$ cat config.mk
export PLATFORM = sky130hd
export DESIGN_NAME = alu_writeback
export DESIGN_NICKNAME = d
export VERILOG_FILES = /design/src/rtl/alu_pkg.sv /design/src/rtl/wb_fifo2.sv /design/src/rtl/alu_writeback.sv
export SDC_FILE = /design/constraint.sdc
export NUM_CORES = 1
export LEC_CHECK = 0
export CELL_PAD_IN_SITES_DETAIL_PLACEMENT = 0
export CELL_PAD_IN_SITES_GLOBAL_PLACEMENT = 1
export CORE_UTILIZATION = 38
export CTS_CLUSTER_SIZE = 10
export DETAILED_ROUTE_END_ITERATION = 8
export PLACE_DENSITY = 0.86
export SETUP_SLACK_MARGIN = 0.1
export SYNTH_ARGS = -nofsm -noshare
export SYNTH_HDL_FRONTEND = slang
export SYNTH_SLANG_ARGS = --single-unit
$ cat constraint.sdc
create_clock -name clk -period 3 [get_ports clk]
set_input_delay 0.3 -clock clk [delete_from_list [all_inputs] [get_ports clk]]
set_output_delay 0.3 -clock clk [all_outputs]
set_load 0.05 [all_outputs]
$ cat src/rtl/alu_pkg.sv
// rtl/alu_pkg.sv - shared flag layout and defaults for the ALU writeback stage
package alu_pkg;

    localparam int WIDTH_DEFAULT = 20;

    localparam int ZERO  = 0;
    localparam int CARRY = 1;
    localparam int SIGN  = 2;

    typedef logic [2:0] alu_flags_t;

    // Bits selected by the mask take the new value, the rest keep the old one.
    function automatic alu_flags_t merge_flags(
        input alu_flags_t old_flags,
        input alu_flags_t new_flags,
        input alu_flags_t we
    );
        return (old_flags & ~we) | (new_flags & we);
    endfunction

endpackage

$ cat src/rtl/wb_fifo2.sv
// rtl/wb_fifo2.sv - two-entry FIFO holding pending register-file writebacks
module wb_fifo2 #(
    parameter int W = 24
) (
    input  logic         clk,
    input  logic         rst_n,
    input  logic         i_push,
    input  logic         i_pop,
    input  logic [W-1:0] i_data,
    output logic [W-1:0] o_data,
    output logic [1:0]   o_count
);

    logic [W-1:0] r_mem [2];
    logic         r_wr_ptr;
    logic         r_rd_ptr;
    logic [1:0]   r_count;

    always_ff @(posedge clk or negedge rst_n) begin
        if (!rst_n) begin
            r_wr_ptr <= 1'b0;
            r_rd_ptr <= 1'b0;
            r_count  <= 2'd0;
        end else begin
            if (i_push) r_wr_ptr <= ~r_wr_ptr;
            if (i_pop)  r_rd_ptr <= ~r_rd_ptr;
            case ({i_push, i_pop})
                2'b10:   r_count <= r_count + 2'd1;
                2'b01:   r_count <= r_count - 2'd1;
                default: r_count <= r_count;
            endcase
        end
    end

    // Storage is left uncleared by reset; count gates its visibility.
    always_ff @(posedge clk) begin
        if (i_push) r_mem[r_wr_ptr] <= i_data;
    end

    assign o_data  = r_mem[r_rd_ptr];
    assign o_count = r_count;

endmodule

$ cat src/rtl/alu_writeback.sv
// rtl/alu_writeback.sv - ALU result writeback queue with status flags and writeback counter
module alu_writeback
    import alu_pkg::*;
#(
    parameter int WIDTH  = WIDTH_DEFAULT,
    parameter int DEST_W = 4
) (
    input  logic              clk,
    input  logic              rst_n,
    input  logic              in_valid,
    output logic              in_ready,
    input  logic [WIDTH-1:0]  in_result,
    input  logic              in_zero,
    input  logic              in_carry,
    input  logic              in_sign,
    input  alu_flags_t        in_flag_we,
    input  logic              in_wb_en,
    input  logic [DEST_W-1:0] in_dest,
    output logic              out_valid,
    input  logic              out_ready,
    output logic [WIDTH-1:0]  out_data,
    output logic [DEST_W-1:0] out_dest,
    output alu_flags_t        flags_q,
    output logic [15:0]       wb_count,
    output logic              busy
);

    localparam int EW = WIDTH + DEST_W;

    logic [1:0]    w_count;
    logic [EW-1:0] w_head;
    logic          w_accept;
    logic          w_push;
    logic          w_pop;
    alu_flags_t    w_new_flags;
    alu_flags_t    r_flags;
    logic [15:0]   r_wb_count;

    // Ready is held low while reset is asserted so nothing is taken mid-reset.
    assign in_ready  = rst_n & (w_count != 2'd2);
    assign out_valid = (w_count != 2'd0);
    assign busy      = out_valid;

    assign w_accept = in_valid & in_ready;
    assign w_push   = w_accept & in_wb_en;
    assign w_pop    = out_valid & out_ready;

    always_comb begin
        w_new_flags        = '0;
        w_new_flags[ZERO]  = in_zero;
        w_new_flags[CARRY] = in_carry;
        w_new_flags[SIGN]  = in_sign;
    end

    wb_fifo2 #(.W(EW)) u_fifo (
        .clk     (clk),
        .rst_n   (rst_n),
        .i_push  (w_push),
        .i_pop   (w_pop),
        .i_data  ({in_result, in_dest}),
        .o_data  (w_head),
        .o_count (w_count)
    );

    assign out_data = w_head[EW-1:DEST_W];
    assign out_dest = w_head[DEST_W-1:0];

    always_ff @(posedge clk or negedge rst_n) begin
        if (!rst_n) begin
            r_flags    <= '0;
            r_wb_count <= '0;
        end else begin
            if (w_accept) r_flags <= merge_flags(r_flags, w_new_flags, in_flag_we);
            if (w_pop && (r_wb_count != 16'hFFFF)) r_wb_count <= r_wb_count + 16'd1;
        end
    end

    assign flags_q  = r_flags;
    assign wb_count = r_wb_count;

endmodule

==> results of run 1 <==
[cells by family (layout without fill, tap and decap cells)]
group | count (synthesis) | count (layout) | share of synthesized area (%)
AOI/OAI and AO/OA | 9 | 9 | 1.896
xor gates and xnor gates | 15 | 15 | 4.630
adders and majority gates | 2 | 2 | 0.8817
buffers and inverters | 7 | 104 | 1.058
DFF | 71 | 71 | 71.08
muxes | 30 | 30 | 11.99
and+or+nand+nor | 43 | 43 | 8.466
[synthesized netlist by cell type (2+ instances only)]
cell type,count,area share [%]
a21oi_1,5,0.88
and2_1,2,0.44
and3_1,5,1.1
buf_1,2,0.26
dfrtp_1,23,20
edfxtp_1,48,51
ha_1,2,0.88
inv_1,3,0.40
mux2_2,27,11
nand2_1,8,1.1
nand3_1,5,0.88
nand4_1,3,0.66
nor2_1,6,0.79
nor3_1,3,0.53
nor4_1,4,0.88
xnor2_1,7,2.2
xor2_1,8,2.5
[worst reg2reg max path, stage by stage, from the launching register on]
cell	delay, ns
dfrtp_1	0.41
ha_1	0.24
nand3_1	0.16
nor4_1	0.67
nor4b_1	0.17
xor2_1	0.18
[where the power goes]
group	total [W]	internal [W]	switching [W]	leakage, nW
logic	0.00152	0.000583	0.000936	0.658
registers	0.00130	0.00119	0.000110	0.729
clock network	0.000799	0.000461	0.000338	0.100
total	0.00362	0.00223	0.00138	1.49
[area by class of cell]
cell class / count / area [µm²] / share of cell area (%)
clock buffer: 9 / 123.9 / 3.102
clock inverter: 7 / 87.58 / 2.194
tap: 99 / 123.9 / 3.102
timing repair buffer: 85 / 835.8 / 20.93
inverter: 3 / 11.26 / 0.2820
sequential: 71 / 2017 / 50.52
multi-input combinational: 99 / 793.3 / 19.87
[metal layers]
| layer | part of all wire, % | vias to the layer above | GRT usage [%] |
|---|---|---|---|
| met3 | 6.8 | 4 | 5.877 |
| met5 | 0 | - | 0 |
| met1 | 45 | 829 | 17.64 |
| met4 | 0.58 | 0 | 5.425 |
| li1 | - | 840 | - |
| met2 | 48 | 70 | 23.57 |
[sequential cells by signal, summed over array words and instances, names as in the netlist, named ones only]
name,cells
u_fifo.r_rd_ptr,1
u_fifo.r_mem,48
u_fifo.o_count,2
wb_count,16
u_fifo.r_wr_ptr,1
[worst max path at each step]
stage / end / depth (start not counted) / start / slack, ns
floorplan: u_fifo.r_mem[0][0]$_DFFE_PP_ / 4 / u_fifo.o_count[0]$_DFFE_PN0P_ / 0.70
global placement: out_dest[1] / 3 / u_fifo.r_rd_ptr$_DFFE_PN0P_ / 0.86
detailed placement: out_data[0] / 3 / u_fifo.r_rd_ptr$_DFFE_PN0P_ / 0.82
CTS: out_data[0] / 3 / u_fifo.r_rd_ptr$_DFFE_PN0P_ / 0.45
global route: out_data[0] / 3 / u_fifo.r_rd_ptr$_DFFE_PN0P_ / 0.37
finish: out_data[0] / 3 / u_fifo.r_rd_ptr$_DFFE_PN0P_ / 0.49
[stage by stage]
step	total power, W	setup WS, ns	utilization (%)
6_report	0.003616	0.4902	55.05
5_1_grt	0.003779	0.3737	55.05
4_1_cts	0.003650	0.4480	55.05
3_5_place_dp	0.002843	0.8216	52.13
3_3_place_gp	0.002827	0.8551	52.13
2_1_floorplan	0.002365	0.7049	-
[cells in the final DEF, fill, tap and decap left out, drive strengths merged]
master         Yosys  final
a21oi              5      5
a31oi              1      1
and2               2      2
and3               5      5
buf                3      6
bufinv             0      2
clkbuf             1      9
clkdlybuf4s50      0     79
clkinv             0      3
clkinvlp           0      2
dfrtp             23     23
edfxtp            48     48
ha                 2      2
inv                3      3
mux2              29     29
mux2i              1      1
nand2              8      8
nand2b             1      1
nand3              6      6
nand4              3      3
nor2               6      6
nor3               3      3
nor4               4      4
nor4b              1      1
o21ai              2      2
o31a               1      1
or2                2      2
or3                1      1
or4                1      1
xnor2              7      7
xor2               8      8
==> run_summary.xml, run 1 <==
<?xml version="1.0" encoding="UTF-8"?>
<metrics>
  <group name="status">
    <metric name="outcome" unit="">finished, final reports clean</metric>
  </group>
  <group name="setup_path">
    <metric name="timing.rr.end" unit="">wb_count[7]$_DFFE_PN0P_</metric>
    <metric name="cp.arrival" unit="ns">2.21</metric>
    <metric name="timing.critical_path.max_delay_family" unit="">buffers and inverters</metric>
    <metric name="timing_worst_setup_path_type" unit="">reg2out</metric>
    <metric name="critical-path-max-stage-delay" unit="ns">0.70</metric>
    <metric name="crit_chain" unit="">buf_4 -&gt; mux2_2 -&gt; clkdlybuf4s50_1</metric>
    <metric name="worst-r2r-setup-slack" unit="ns">1.02</metric>
    <metric name="crit_fanout" unit="">20</metric>
    <metric name="timing.critical_path.buf_inv" unit="">2</metric>
    <metric name="critPathCaptureType" unit="">output port</metric>
    <metric name="worst_path_max_delay_cell" unit="">clkdlybuf4s50_1</metric>
    <metric name="rr_startpoint" unit="">wb_count[0]$_DFFE_PN0P_</metric>
    <metric name="critPathRequiredTime" unit="ns">2.70</metric>
    <metric name="r2r_cells" unit="">5</metric>
    <metric name="cp-start-kind" unit="">flop</metric>
  </group>
  <group name="floorplan">
    <metric name="floorplan.die.width" unit="µm">88.42</metric>
    <metric name="floorplan.io_pins" unit="">81</metric>
    <metric name="die_area" unit="mm²">0.007817</metric>
    <metric name="dieHeight" unit="µm">88.42</metric>
    <metric name="initial_utilization" unit="%">39.12</metric>
    <metric name="floorplan.core_area" unit="mm²">0.007253</metric>
    <metric name="std_cell_rows" unit="">31</metric>
  </group>
  <group name="sta">
    <metric name="timing.final.hold_violations" unit="">0</metric>
    <metric name="max_freq" unit="MHz">398.4</metric>
    <metric name="timing_worst_slew_pin_value" unit="ns">0.7042</metric>
    <metric name="final_period_minus_worst_setup_slack" unit="ns">2.510</metric>
    <metric name="whs" unit="ns">0.3800</metric>
    <metric name="slew_violations" unit="">0</metric>
    <metric name="timing.final.setup_violations" unit="">0</metric>
    <metric name="final.setup_skew" unit="ns">0.007130</metric>
    <metric name="final.setup.tns" unit="ns">0</metric>
    <metric name="timing.max_slew.rel_slack" unit="%">52.62</metric>
    <metric name="rsz0062_at_grt" unit="">no</metric>
    <metric name="period_share" unit="%">83.66</metric>
  </group>
  <group name="global_routing">
    <metric name="grt_antenna_before_repair" unit="">0</metric>
    <metric name="grt-ovfl-total" unit="">0</metric>
    <metric name="grt_max_degree" unit="">25</metric>
    <metric name="grt_util_all_layers" unit="%">14.59</metric>
    <metric name="grt_first_pass_wirelength" unit="µm">8293</metric>
    <metric name="first_global_vias" unit="">1757</metric>
  </group>
  <group name="cells_and_area">
    <metric name="fillers" unit="">610</metric>
    <metric name="final_area" unit="mm²">0.003993</metric>
    <metric name="layout-drive-gt1-share" unit="%">19.71</metric>
    <metric name="design.final.nets" unit="">306</metric>
    <metric name="diodes" unit="">0</metric>
    <metric name="instances_no_fill" unit="">373</metric>
    <metric name="area_growth" unit="%">40.70</metric>
  </group>
  <group name="routing">
    <metric name="wirelength" unit="µm">5360</metric>
    <metric name="viasPerCell" unit="">4.673</metric>
    <metric name="drt_pre_antenna_iters" unit="">4</metric>
    <metric name="routed_wire_length_per_instance" unit="µm">14.37</metric>
    <metric name="post-route-drc-count" unit="">0</metric>
    <metric name="detail_route.iter0.violations" unit="">79</metric>
    <metric name="postRouteAntennaNets" unit="">0</metric>
    <metric name="via_count" unit="">1743</metric>
  </group>
  <group name="clocking">
    <metric name="tritoncts.num_buffers" unit="">9</metric>
    <metric name="post_cts.resized_instances" unit="">0</metric>
    <metric name="ctsLongestPathBuffers" unit="">2</metric>
    <metric name="clkTransAtPathRegs" unit="ns">0.07</metric>
    <metric name="tritoncts" unit="">yes</metric>
    <metric name="cts_htree_levels" unit="">3</metric>
    <metric name="worstSkewPairLatency" unit="ns">0.33</metric>
    <metric name="postCtsHoldBufs" unit="">0</metric>
    <metric name="cts.sink_count" unit="">71</metric>
    <metric name="post_cts_buffers" unit="">0</metric>
    <metric name="cts_root_buffer" unit="">clkbuf_8</metric>
  </group>
  <group name="run">
    <metric name="maxCapViolCount" unit="">0</metric>
  </group>
  <group name="yosys">
    <metric name="yosys_most_used_dff" unit="">edfxtp_1</metric>
    <metric name="postSynthAreaPerCell" unit="µm²">16.03</metric>
    <metric name="syn-num-nets" unit="">214</metric>
    <metric name="synthArstFlopShare" unit="%">32.39</metric>
    <metric name="synth_enable_flop_cells" unit="">48</metric>
    <metric name="synthesis.instances" unit="">177</metric>
    <metric name="post_synthesis_cell_area" unit="mm²">0.002838</metric>
    <metric name="synthesis.yosys.warnings" unit="">0</metric>
    <metric name="synth_cell_types" unit="">33</metric>
    <metric name="ys_ff_latch" unit="">71</metric>
    <metric name="synth.yosys.seq_area_share" unit="%">71.08</metric>
  </group>
  <group name="placement">
    <metric name="port_buffers" unit="">80</metric>
    <metric name="placed_cells" unit="">357</metric>
    <metric name="globalplace.congestion" unit="">0.8093</metric>
    <metric name="placement.cell_area" unit="mm²">0.003781</metric>
    <metric name="post-dp-hpwl" unit="µm">3718</metric>
  </group>
  <group name="min_path">
    <metric name="hp-class" unit="">in2async</metric>
  </group>
  <group name="pwr">
    <metric name="power.static_leakage" unit="nW">1.487</metric>
    <metric name="ir_drop" unit="mV">0.6201</metric>
    <metric name="p_per_area" unit="mW/mm²">905.6</metric>
  </group>
</metrics>
Power figures use the tool's default switching activity.
==> run 2: changes to the inputs <==
Settings changed: CORE_UTILIZATION 38 to 35, PLACE_DENSITY 0.86 to 0.84.
Clock period 3 ns to 2.1 ns, I/O delays scaled along.
==> run 2 against run 1 <==
  * Worst hold slack got worse by 0.034 ns
  * Sequential share of layout area rose by 0.28 points
  * Combinational power rose by 41%
  * Global-route usage fell by 1.1 points
  * Critical path type unchanged
  * Sequential power rose by 42%
  * Clock skew barely moved
  * Final area rose by 0.19%
  * Non-clock buffer count rose by 3
==> run_summary.xml, run 2 (same netlist as run 1, synthesis figures left out) <==
<?xml version="1.0" encoding="UTF-8"?>
<metrics>
  <group name="cells_and_area">
    <metric name="layout-drive-gt1-share" unit="%">34.30</metric>
    <metric name="instances_no_fill" unit="">379</metric>
    <metric name="design.final.nets" unit="">309</metric>
    <metric name="largest_register_ffs" unit="">48</metric>
    <metric name="largest-register" unit="">u_fifo.r_mem</metric>
    <metric name="final_area" unit="mm²">0.004000</metric>
    <metric name="area_growth" unit="%">40.96</metric>
    <metric name="most_used_cells_in_the_layout_excluding_fill_and_tap_cells" unit="">clkdlybuf4s50_1, edfxtp_1, buf_4</metric>
    <metric name="final_core_util" unit="%">51.50</metric>
    <metric name="diodes" unit="">0</metric>
    <metric name="final_common_cell" unit="">clkdlybuf4s50_1</metric>
    <metric name="fillers" unit="">665</metric>
  </group>
  <group name="sta">
    <metric name="final.setup.tns" unit="ns">0</metric>
    <metric name="slew_violations" unit="">0</metric>
    <metric name="final_period_minus_worst_setup_slack" unit="ns">1.853</metric>
    <metric name="timing_worst_slew_pin_value" unit="ns">0.5019</metric>
    <metric name="timing.final.hold_violations" unit="">0</metric>
    <metric name="period_share" unit="%">88.22</metric>
    <metric name="max_freq" unit="MHz">539.8</metric>
    <metric name="timing.final.setup_violations" unit="">0</metric>
    <metric name="final.setup_skew" unit="ns">0.007617</metric>
    <metric name="timing.max_slew.rel_slack" unit="%">66.44</metric>
    <metric name="rsz0062_at_grt" unit="">no</metric>
  </group>
  <group name="setup_path">
    <metric name="timing_worst_setup_path_type" unit="">reg2out</metric>
    <metric name="critical-path-max-stage-delay" unit="ns">0.84</metric>
    <metric name="timing.critical_path.depth" unit="">1</metric>
    <metric name="cp-start-kind" unit="">flop</metric>
    <metric name="timing.rr.end" unit="">wb_count[1]$_DFFE_PN0P_</metric>
    <metric name="crit_fanout" unit="">6</metric>
    <metric name="timing.critical_path.max_delay_family" unit="">buffers and inverters</metric>
    <metric name="critPathCaptureType" unit="">output port</metric>
    <metric name="critPathRequiredTime" unit="ns">1.89</metric>
    <metric name="cp.arrival" unit="ns">1.64</metric>
    <metric name="worst_path_max_delay_cell" unit="">clkdlybuf4s50_1</metric>
    <metric name="rr_startpoint" unit="">wb_count[9]$_DFFE_PN0P_</metric>
    <metric name="worst_setup_path_startpoint" unit="">wb_count[4]$_DFFE_PN0P_</metric>
    <metric name="timing.critical_path.buf_inv" unit="">1</metric>
    <metric name="worst-r2r-setup-slack" unit="ns">0.30</metric>
    <metric name="r2r_cells" unit="">4</metric>
    <metric name="crit_chain" unit="">clkdlybuf4s50_1</metric>
    <metric name="cp-endpoint" unit="">wb_count[4]</metric>
  </group>
  <group name="global_routing">
    <metric name="grt_util_all_layers" unit="%">13.45</metric>
    <metric name="grtUsageMet3" unit="%">3.814</metric>
    <metric name="grt_max_degree" unit="">25</metric>
    <metric name="grt_first_pass_wirelength" unit="µm">8611</metric>
    <metric name="grt_antenna_before_repair" unit="">0</metric>
    <metric name="grt.met1_usage" unit="%">18.18</metric>
    <metric name="first_global_vias" unit="">1766</metric>
    <metric name="grt-ovfl-total" unit="">0</metric>
    <metric name="grt-busiest-layer" unit="">met2</metric>
    <metric name="grtUsageMet2" unit="%">20.15</metric>
  </group>
  <group name="routing">
    <metric name="post-route-drc-count" unit="">0</metric>
    <metric name="via_count" unit="">1735</metric>
    <metric name="detail_route.iter0.violations" unit="">38</metric>
    <metric name="postRouteAntennaNets" unit="">0</metric>
    <metric name="drt_pre_antenna_iters" unit="">4</metric>
    <metric name="routed_wire_length_per_instance" unit="µm">14.51</metric>
    <metric name="wirelength" unit="µm">5498</metric>
    <metric name="viasPerCell" unit="">4.578</metric>
  </group>
  <group name="status">
    <metric name="outcome" unit="">finished, final reports clean</metric>
  </group>
  <group name="pwr">
    <metric name="ir_drop" unit="mV">1.006</metric>
    <metric name="p_per_area" unit="mW/mm²">1265</metric>
    <metric name="power.static_leakage" unit="nW">1.509</metric>
  </group>
  <group name="min_path">
    <metric name="hp-class" unit="">in2async</metric>
  </group>
  <group name="floorplan">
    <metric name="die_area" unit="mm²">0.008472</metric>
    <metric name="initial_utilization" unit="%">36.53</metric>
    <metric name="dieHeight" unit="µm">92.05</metric>
    <metric name="floorplan.io_pins" unit="">81</metric>
    <metric name="floorplan.core_area" unit="mm²">0.007767</metric>
    <metric name="std_cell_rows" unit="">32</metric>
    <metric name="floorplan.die.width" unit="µm">92.05</metric>
  </group>
  <group name="clocking">
    <metric name="cts_htree_levels" unit="">3</metric>
    <metric name="ctsLongestPathBuffers" unit="">2</metric>
    <metric name="postCtsHoldBufs" unit="">0</metric>
    <metric name="cts_root_buffer" unit="">clkbuf_8</metric>
    <metric name="post_cts_buffers" unit="">0</metric>
    <metric name="tritoncts" unit="">yes</metric>
    <metric name="cts.sink_count" unit="">71</metric>
    <metric name="tritoncts.num_buffers" unit="">9</metric>
    <metric name="worstSkewPairLatency" unit="ns">0.34</metric>
    <metric name="clkTransAtPathRegs" unit="ns">0.07</metric>
  </group>
  <group name="placement">
    <metric name="placed_cells" unit="">363</metric>
    <metric name="placement.cell_area" unit="mm²">0.003800</metric>
    <metric name="globalplace.congestion" unit="">0.8493</metric>
    <metric name="post-dp-hpwl" unit="µm">3788</metric>
    <metric name="port_buffers" unit="">80</metric>
  </group>
  <group name="run">
    <metric name="maxCapViolCount" unit="">0</metric>
  </group>
</metrics>
run 2: worst reg2reg max path: stages (launching register included):
cell,delay [ns]
dfrtp_2,0.43
nand3_2,0.16
or3_4,0.44
o31a_1,0.35
mux2_4,0.31
run 2: timing repair:
| item | CTS | global route |
|---|---|---|
| cloned | 0 | 0 |
| resized for setup | 2 | 1 |
| setup endpoints to repair | 2 | 4 |
run 2: report_power, final:
| group | internal (W) | leakage, nW | switching [W] |
|---|---|---|---|
| combinational | 0.000793 | 0.703 | 0.00136 |
| sequential | 0.00170 | 0.710 | 0.000155 |
| clock | 0.000555 | 0.0968 | 0.000503 |
| total | 0.00305 | 1.51 | 0.00201 |
run 2: worst min-delay path by stage:
stage | from | endpoint | slack [ns] | cells after the start
after global routing | rst_n | wb_count[12]$_DFFE_PN0P_ | 0.37 | 2
final | rst_n | wb_count[14]$_DFFE_PN0P_ | 0.35 | 2
after detailed placement | u_fifo.r_rd_ptr$_DFFE_PN0P_ | u_fifo.r_rd_ptr$_DFFE_PN0P_ | 0.47 | 1
after floorplan | rst_n | asynchronous set/reset pin | -0.09 | 0
after global placement | u_fifo.r_rd_ptr$_DFFE_PN0P_ | u_fifo.r_rd_ptr$_DFFE_PN0P_ | 0.46 | 1
after CTS | rst_n | u_fifo.r_wr_ptr$_DFFE_PN0N_ | 0.37 | 2
run 2: layer usage:
metal | vias up | part of all wire (%)
met5 | - | 0
met4 | 0 | 1.6
met3 | 11 | 6.0
met2 | 65 | 45
met1 | 810 | 47
li1 | 849 | -
run 2: metrics by stage:
| stage | setup WS [ns] | total power, W | hold WS, ns |
|---|---|---|---|
| after floorplan | 0.1425 | 0.003385 | -0.08559 |
| after global placement | 0.2571 | 0.004040 | 0.4628 |
| after detailed placement | 0.1854 | 0.004058 | 0.4680 |
| after CTS | 0.2388 | 0.005117 | 0.3697 |
| after global routing | 0.1939 | 0.005276 | 0.3734 |
| final | 0.2473 | 0.005060 | 0.3456 |
run 2: layout make-up:
type,count,area (µm²),area share [%]
Clock buffer,10,127.6,3.190
Clock inverter,6,68.82,1.720
Inverter,3,11.26,0.2815
Multi-Input combinational cell,99,799.5,19.99
Sequential cell,71,2032,50.80
Tap cell,102,127.6,3.190
Timing Repair Buffer,88,833.3,20.83
==> run 3: changes to the inputs <==
Settings changed: GPL_ROUTABILITY_DRIVEN set to 0.
==> results of run 3 <==
Final layout, timing and power as in run 2 (identical DEF).
==> patch 1: new RTL, settings of run 1 <==
Register the output `wb_count` once more, with the module's reset; this adds one clock of latency there. The other outputs are not delayed to match.
--- a/src/rtl/alu_writeback.sv
+++ b/src/rtl/alu_writeback.sv
@@ -78,3 +78,9 @@
     assign flags_q  = r_flags;
-    assign wb_count = r_wb_count;
+    always_ff @(posedge clk or negedge rst_n) begin
+        if (!rst_n) begin
+            wb_count <= '0;
+        end else begin
+            wb_count <= r_wb_count;
+        end
+    end
 
Function: changed (a bounded check fails within 4 cycles, from zero or initial values and one cycle with rst_n low).
==> patch 1 against run 1 <==
- count of clock-buffer cells in the layout is 3 higher
- routed wire length is 5.8% higher
- combinational power about the same
- fmax is 4.5% higher
- cell area grew 9.5%
- non-clock buffer count is the same
- sequential cell count increased by 16
- area after synthesis is 15% higher
- first-iteration DRC count down 73%
- sequential share of layout area up 4.8 points
- critical path depth is the same
- total power grew 4.3%
- setup slack gained 0.11 ns
- critical path type unchanged
- critical endpoint is now out_data[18]
==> patch 1: results (changes against run 1) <==
Detailed routing
  – Initial DRC count: 21 (was 79)
  – Routed WL per cell: 14.6 µm (was 14.4 µm)
  – Total iterations of the first detailed-routing run: 4 (unchanged)
  – Vias/cell: 4.74 (was 4.67)

Run status
  – Status: complete, no violations (unchanged)

GRT
  – Initial antenna violation count: 0 (unchanged)
  – GRT Total Usage: 13.5% (was 14.6%)
  – Largest net degree at the start of global routing: 36 (was 25)
  – Met1 usage: 15.7% (was 17.6%)
  – First-pass GRT wire length: 8.86 mm (was 8.29 mm)
  – Met3 usage: 3.78% (was 5.88%)
  – Vias in the first global route: 1,875 (was 1,757)
  – Met2 GRT Util: 22.0% (was 23.6%)

Clock tree
  – Clk buf depth: 2 (unchanged)
  – H-tree lvl count: 3 (unchanged)
  – Clock transition at path regs: 0.08 ns
  – CTS Root Cell: clkbuf_8 (unchanged)
  – Setup repair bufs after CTS: 0 (unchanged)
  – Clk_lat worst skew: 0.35 ns (was 0.33 ns)
  – Number of buffers created by CTS: 9 (unchanged)

Worst setup path
  – Max stage delay on crit path: 0.71 ns
  – Crit path arrival time: 2.10 ns (was 2.21 ns)
  – Worst path top cell family by delay: buffers and inverters (unchanged)
  – R2R Path Start: u_fifo.o_count[0] (was wb_count[0])
  – CP max FO: 25 (was 20)
  – Path depth of the worst reg2reg path: 5 (unchanged)
  – Worst path slowest cell: clkdlybuf4s50_1 (unchanged)
  – Crit path from: u_fifo.r_rd_ptr (unchanged)

Synth
  – Top FF cell, synth: edfxtp_1 (unchanged)
  – Number of synthesized flops with an enable pin: 48 (unchanged)
  – Netlist cell types: 34 (was 33)
  – Synth top area cells: edfxtp_1 44%, dfrtp_1 30%, mux2_2 9.7%, xnor2_1 2.2%, xor2_1 1.9% (was edfxtp_1 51%, dfrtp_1 20%, mux2_2 11%, xor2_1 2.5%, xnor2_1 2.2%)
  – Synth Net Count: 225 (was 214)
  – Post-synthesis sequential area ratio: 74.2% (was 71.1%)
  – Commonest cells in the netlist: 48 x edfxtp_1, 39 x dfrtp_1, 28 x mux2_2 (was 48 x edfxtp_1, 27 x mux2_2, 23 x dfrtp_1)
  – Asr flop ratio synth: 44.8% (was 32.4%)
  – YS warnings: 0 (unchanged)

Worst hold path
  – Hold Crit Class: input port to asynchronous set/reset pin (unchanged)

Layout
  – ANT cells: 0 (unchanged)
  – Fin nets: 316 (was 306)
  – Regs by FF count: u_fifo.r_mem: 48 flops, r_wb_count: 16 flops, wb_count: 16 flops
  – Share of layout cells above drive strength 1: 20.1% (was 19.7%)
  – Filler cells: 680 (was 610)

Placement
  – Buffers on Ports: 80 (unchanged)
  – RePlAce Congestion: 0.764 (was 0.809)
  – Placement Setup Slack: 0.888 ns (was 0.822 ns)
  – HPWL after DPL: 3.95 mm (was 3.72 mm)

STA
  – Max Fclk: 416 MHz (was 398 MHz)
  – Relative slew slack: 37.4% (was 52.6%)
  – Clock Skews: 0.00720 ns (was 0.00713 ns)

Power
  – P_sw: 1.44 mW (was 1.38 mW)
  – Leakage power: 1.66 nW (was 1.49 nW)
  – Peak supply drop: 0.298 mV (was 0.620 mV)
## patch 1: final cells by class
| cell class | count | share of cell area, % |
|---|---|---|
| sequential | 87 | 55.3 |
| timing repair buffer | 85 | 19.1 |
| inverter | 2 | 0.172 |
| multi-input combinational | 94 | 18.6 |
| tap | 105 | 3.01 |
| clock buffer | 12 | 3.32 |
| clock inverter | 4 | 0.515 |
## patch 1: cells by family (layout without fill, tap and decap cells)
| kind of cell | count (synthesis) | in the layout | synth area share, % |
|---|---|---|---|
| AOI/OAI and AO/OA | 9 | 9 | 1.80 |
| xor gates and xnor gates | 15 | 15 | 4.03 |
| adders and majority gates | 2 | 2 | 0.768 |
| buffers and inverters | 7 | 103 | 0.960 |
| DFF | 87 | 87 | 74.2 |
| muxes | 29 | 29 | 10.1 |
| and+or+nand+nor | 39 | 39 | 8.10 |
## patch 1: worst register-to-register path, delay by kind of cell, from the launching register on
kind / cells / cell delay (ns)
and+or+nand+nor: 1 / 0.15
DFF: 1 / 0.44
buffers and inverters: 1 / 0.15
AOI/OAI and AO/OA: 1 / 0.75
xor gates and xnor gates: 1 / 0.15
adders and majority gates: 1 / 0.37
## patch 1: power by group through the flow
stage	sequential (mW)	clock [mW]	combinational (mW)
2_1_floorplan	1.76	0	0.862
3_3_place_gp	1.57	0	1.51
3_5_place_dp	1.58	0	1.53
4_1_cts	1.55	0.722	1.54
5_1_grt	1.57	0.769	1.59
6_report	1.55	0.700	1.52
## patch 1: per-layer routing
layer / up-vias / wire length (µm) / share of wire (%)
met5: - / 0 / 0
met4: 0 / 148 / 2.6
met3: 13 / 365 / 6.4
met2: 48 / 2780 / 49
met1: 900 / 2370 / 42
li1: 882 / - / -
## patch 1: timing repair
item / in CTS / in global routing
endpoints found under the hold margin: 4 / 0
gates resized for setup: 0 / 0
hold buffers: 1 / 0
## patch 1: path summary, 6_finish.rpt
check                                             end  slack [ns]
max                                      out_data[18]        0.60
min                        asynchronous set/reset pin        0.29
max reg2reg                         u_fifo.o_count[1]        0.92
min reg2reg                              wb_count[15]        0.44
max in group asynchronous              r_wb_count[14]        2.07
min in group clk                         wb_count[15]        0.44
## patch 1: metrics by stage
| step | instances | hold slack [ns] | instance area [µm²] | util [%] |
|---|---|---|---|---|
| 5_1_grt | 389 | 0.285 | 4370 | 52.9 |
| 4_1_cts | 389 | 0.279 | 4370 | 52.9 |
| 3_3_place_gp | 372 | 0.132 | 4190 | 50.8 |
| 3_5_place_dp | 372 | 0.133 | 4190 | 50.8 |
| 2_1_floorplan | 188 | 0.00441 | 3260 | - |
| 6_report | 389 | 0.294 | 4370 | 52.9 |
==> patch 2: new RTL, flow settings as in run 1 <==
Without the edit above. Change the parameter `DEST_W` from 4 to 5.
--- a/src/rtl/alu_writeback.sv
+++ b/src/rtl/alu_writeback.sv
@@ -5,3 +5,3 @@
     parameter int WIDTH  = WIDTH_DEFAULT,
-    parameter int DEST_W = 4
+    parameter int DEST_W = 5
 ) (
Interface: changed (resized in_dest and out_dest); port bits go from 81 to 83. The function was not compared with the original's and may differ.
==> patch 2 against run 1 <==
- routed wire length grew 4.8%
- setup slack better by 0.068 ns
- total power rose by 7.6%
- area after synthesis is 2.5% higher
- cell area rose by 3.6%
- clock power is 25% higher
- synthesized cell count rose by 1.7%
- sequential cell count grew 2
==> patch 2: results (changes against run 1) <==
Run status
  – Status: complete, no violations (unchanged)

STA
  – Clock Skews: 0.00825 ns (was 0.00713 ns)

Layout
  – Filler cells: 583 (was 610)
  – # clk buffers: 10 (was 9)
  – Share of layout cells above drive strength 1: 20.1% (was 19.7%)
  – Buffers, non-clock: 87 (was 85)
  – Multi-input comb cells: 100 (was 99)
  – Max FFs per register: 50 (was 48)
  – Buffering overhead: 20.7% (was 20.9%)
  – Fin nets: 312 (was 306)

Power
  – Reg power frac: 34.1% (was 35.9%)
  – Peak supply drop: 0.699 mV (was 0.620 mV)
  – Leakage power: 1.55 nW (was 1.49 nW)
  – P_sw: 1.43 mW (was 1.38 mW)
  – Comb. pwr: 1.56 mW (was 1.52 mW)

Synth
  – Synth top area cells: edfxtp_1 52%, dfrtp_1 20%, mux2_2 11%, xor2_1 2.4%, xnor2_1 2.1% (was edfxtp_1 51%, dfrtp_1 20%, mux2_2 11%, xor2_1 2.5%, xnor2_1 2.2%)
  – Post-synthesis sequential area ratio: 71.4% (was 71.1%)
  – Asr flop ratio synth: 31.5% (was 32.4%)
  – Fraction of synthesized cell area in xor and xnor cells: 4.52% (was 4.63%)
  – Synth Net Count: 218 (was 214)
  – Synth Area in Compound Gates: 1.85% (was 1.90%)
  – Post-synthesis mux area share: 12.1% (was 12.0%)

Placement
  – Buffers on Ports: 82 (was 80)
  – RePlAce Congestion: 0.847 (was 0.809)
  – HPWL after DPL: 3.74 mm (was 3.72 mm)

Worst setup path
  – CP max FO: 25 (was 20)
  – Flop2flop setup slack: 1.07 ns (was 1.02 ns)

GRT
  – Largest net degree at the start of global routing: 26 (was 25)
  – First-pass GRT wire length: 8.78 mm (was 8.29 mm)
  – GRT Total Usage: 15.2% (was 14.6%)

Detailed routing
  – Vias/cell: 4.80 (was 4.67)
  – Initial DRC count: 62 (was 79)
  – Total iterations of the first detailed-routing run: 6 (was 4)
  – Drt total wl: 5.62 mm (was 5.36 mm)
patch 2: cell count changes in the layout (fill, tap and decap cells not counted):
cell / change
bufinv_16: +2
clkdlybuf4s50_1: +2
clkinv_1: -2
clkinvlp_4: -2
edfxtp_1: +2
inv_6: +2
clkbuf_1: +1
clkinv_2: -1
mux2_2: +1
patch 2: routing by layer:
layer / routed length (µm) / global-route usage (%) / share of wire, % / vias up
li1: - / - / - / 857
met1: 2530 / 18.9 / 45 / 884
met2: 2680 / 24.5 / 48 / 70
met3: 387 / 6.09 / 6.9 / 2
met4: 19 / 4.18 / 0.34 / 0
met5: 0 / 0 / 0 / -
patch 2: worst reg2reg max path, cell delays in order, from the launching register on:
cell	delay [ns]
dfrtp_1	0.41
ha_1	0.23
nand3_1	0.16
nor4_1	0.66
nor4b_1	0.15
xor2_1	0.17
patch 2: how the worst max path moves through the flow:
stage,endpoint,start,depth (start not counted)
2_1_floorplan,u_fifo.r_mem[0][0],u_fifo.o_count[0],4
3_3_place_gp,out_data[16],u_fifo.r_rd_ptr,3
3_5_place_dp,out_data[16],u_fifo.r_rd_ptr,3
4_1_cts,out_data[16],u_fifo.r_rd_ptr,3
5_1_grt,out_dest[4],u_fifo.r_rd_ptr,3
6_report,out_data[12],u_fifo.r_rd_ptr,3
patch 2: logic make-up after synthesis:
family | after synthesis
simple gates | 43
xor+xnor | 15
flops | 73
compound gates | 9
fa+ha+maj | 2
mux | 31
buf+inv | 7
patch 2: stage by stage:
stage	hold WS (ns)	worst slack, ns	std cells	instance area [µm²]	util, %
3_3_place_gp	0.461	0.906	362	3870	52.8
5_1_grt	0.371	0.456	378	4140	56.4
2_1_floorplan	0.00441	0.662	180	2910	-
3_5_place_dp	0.471	0.888	362	3870	52.8
4_1_cts	0.360	0.517	378	4140	56.4
6_report	0.385	0.558	378	4140	56.4
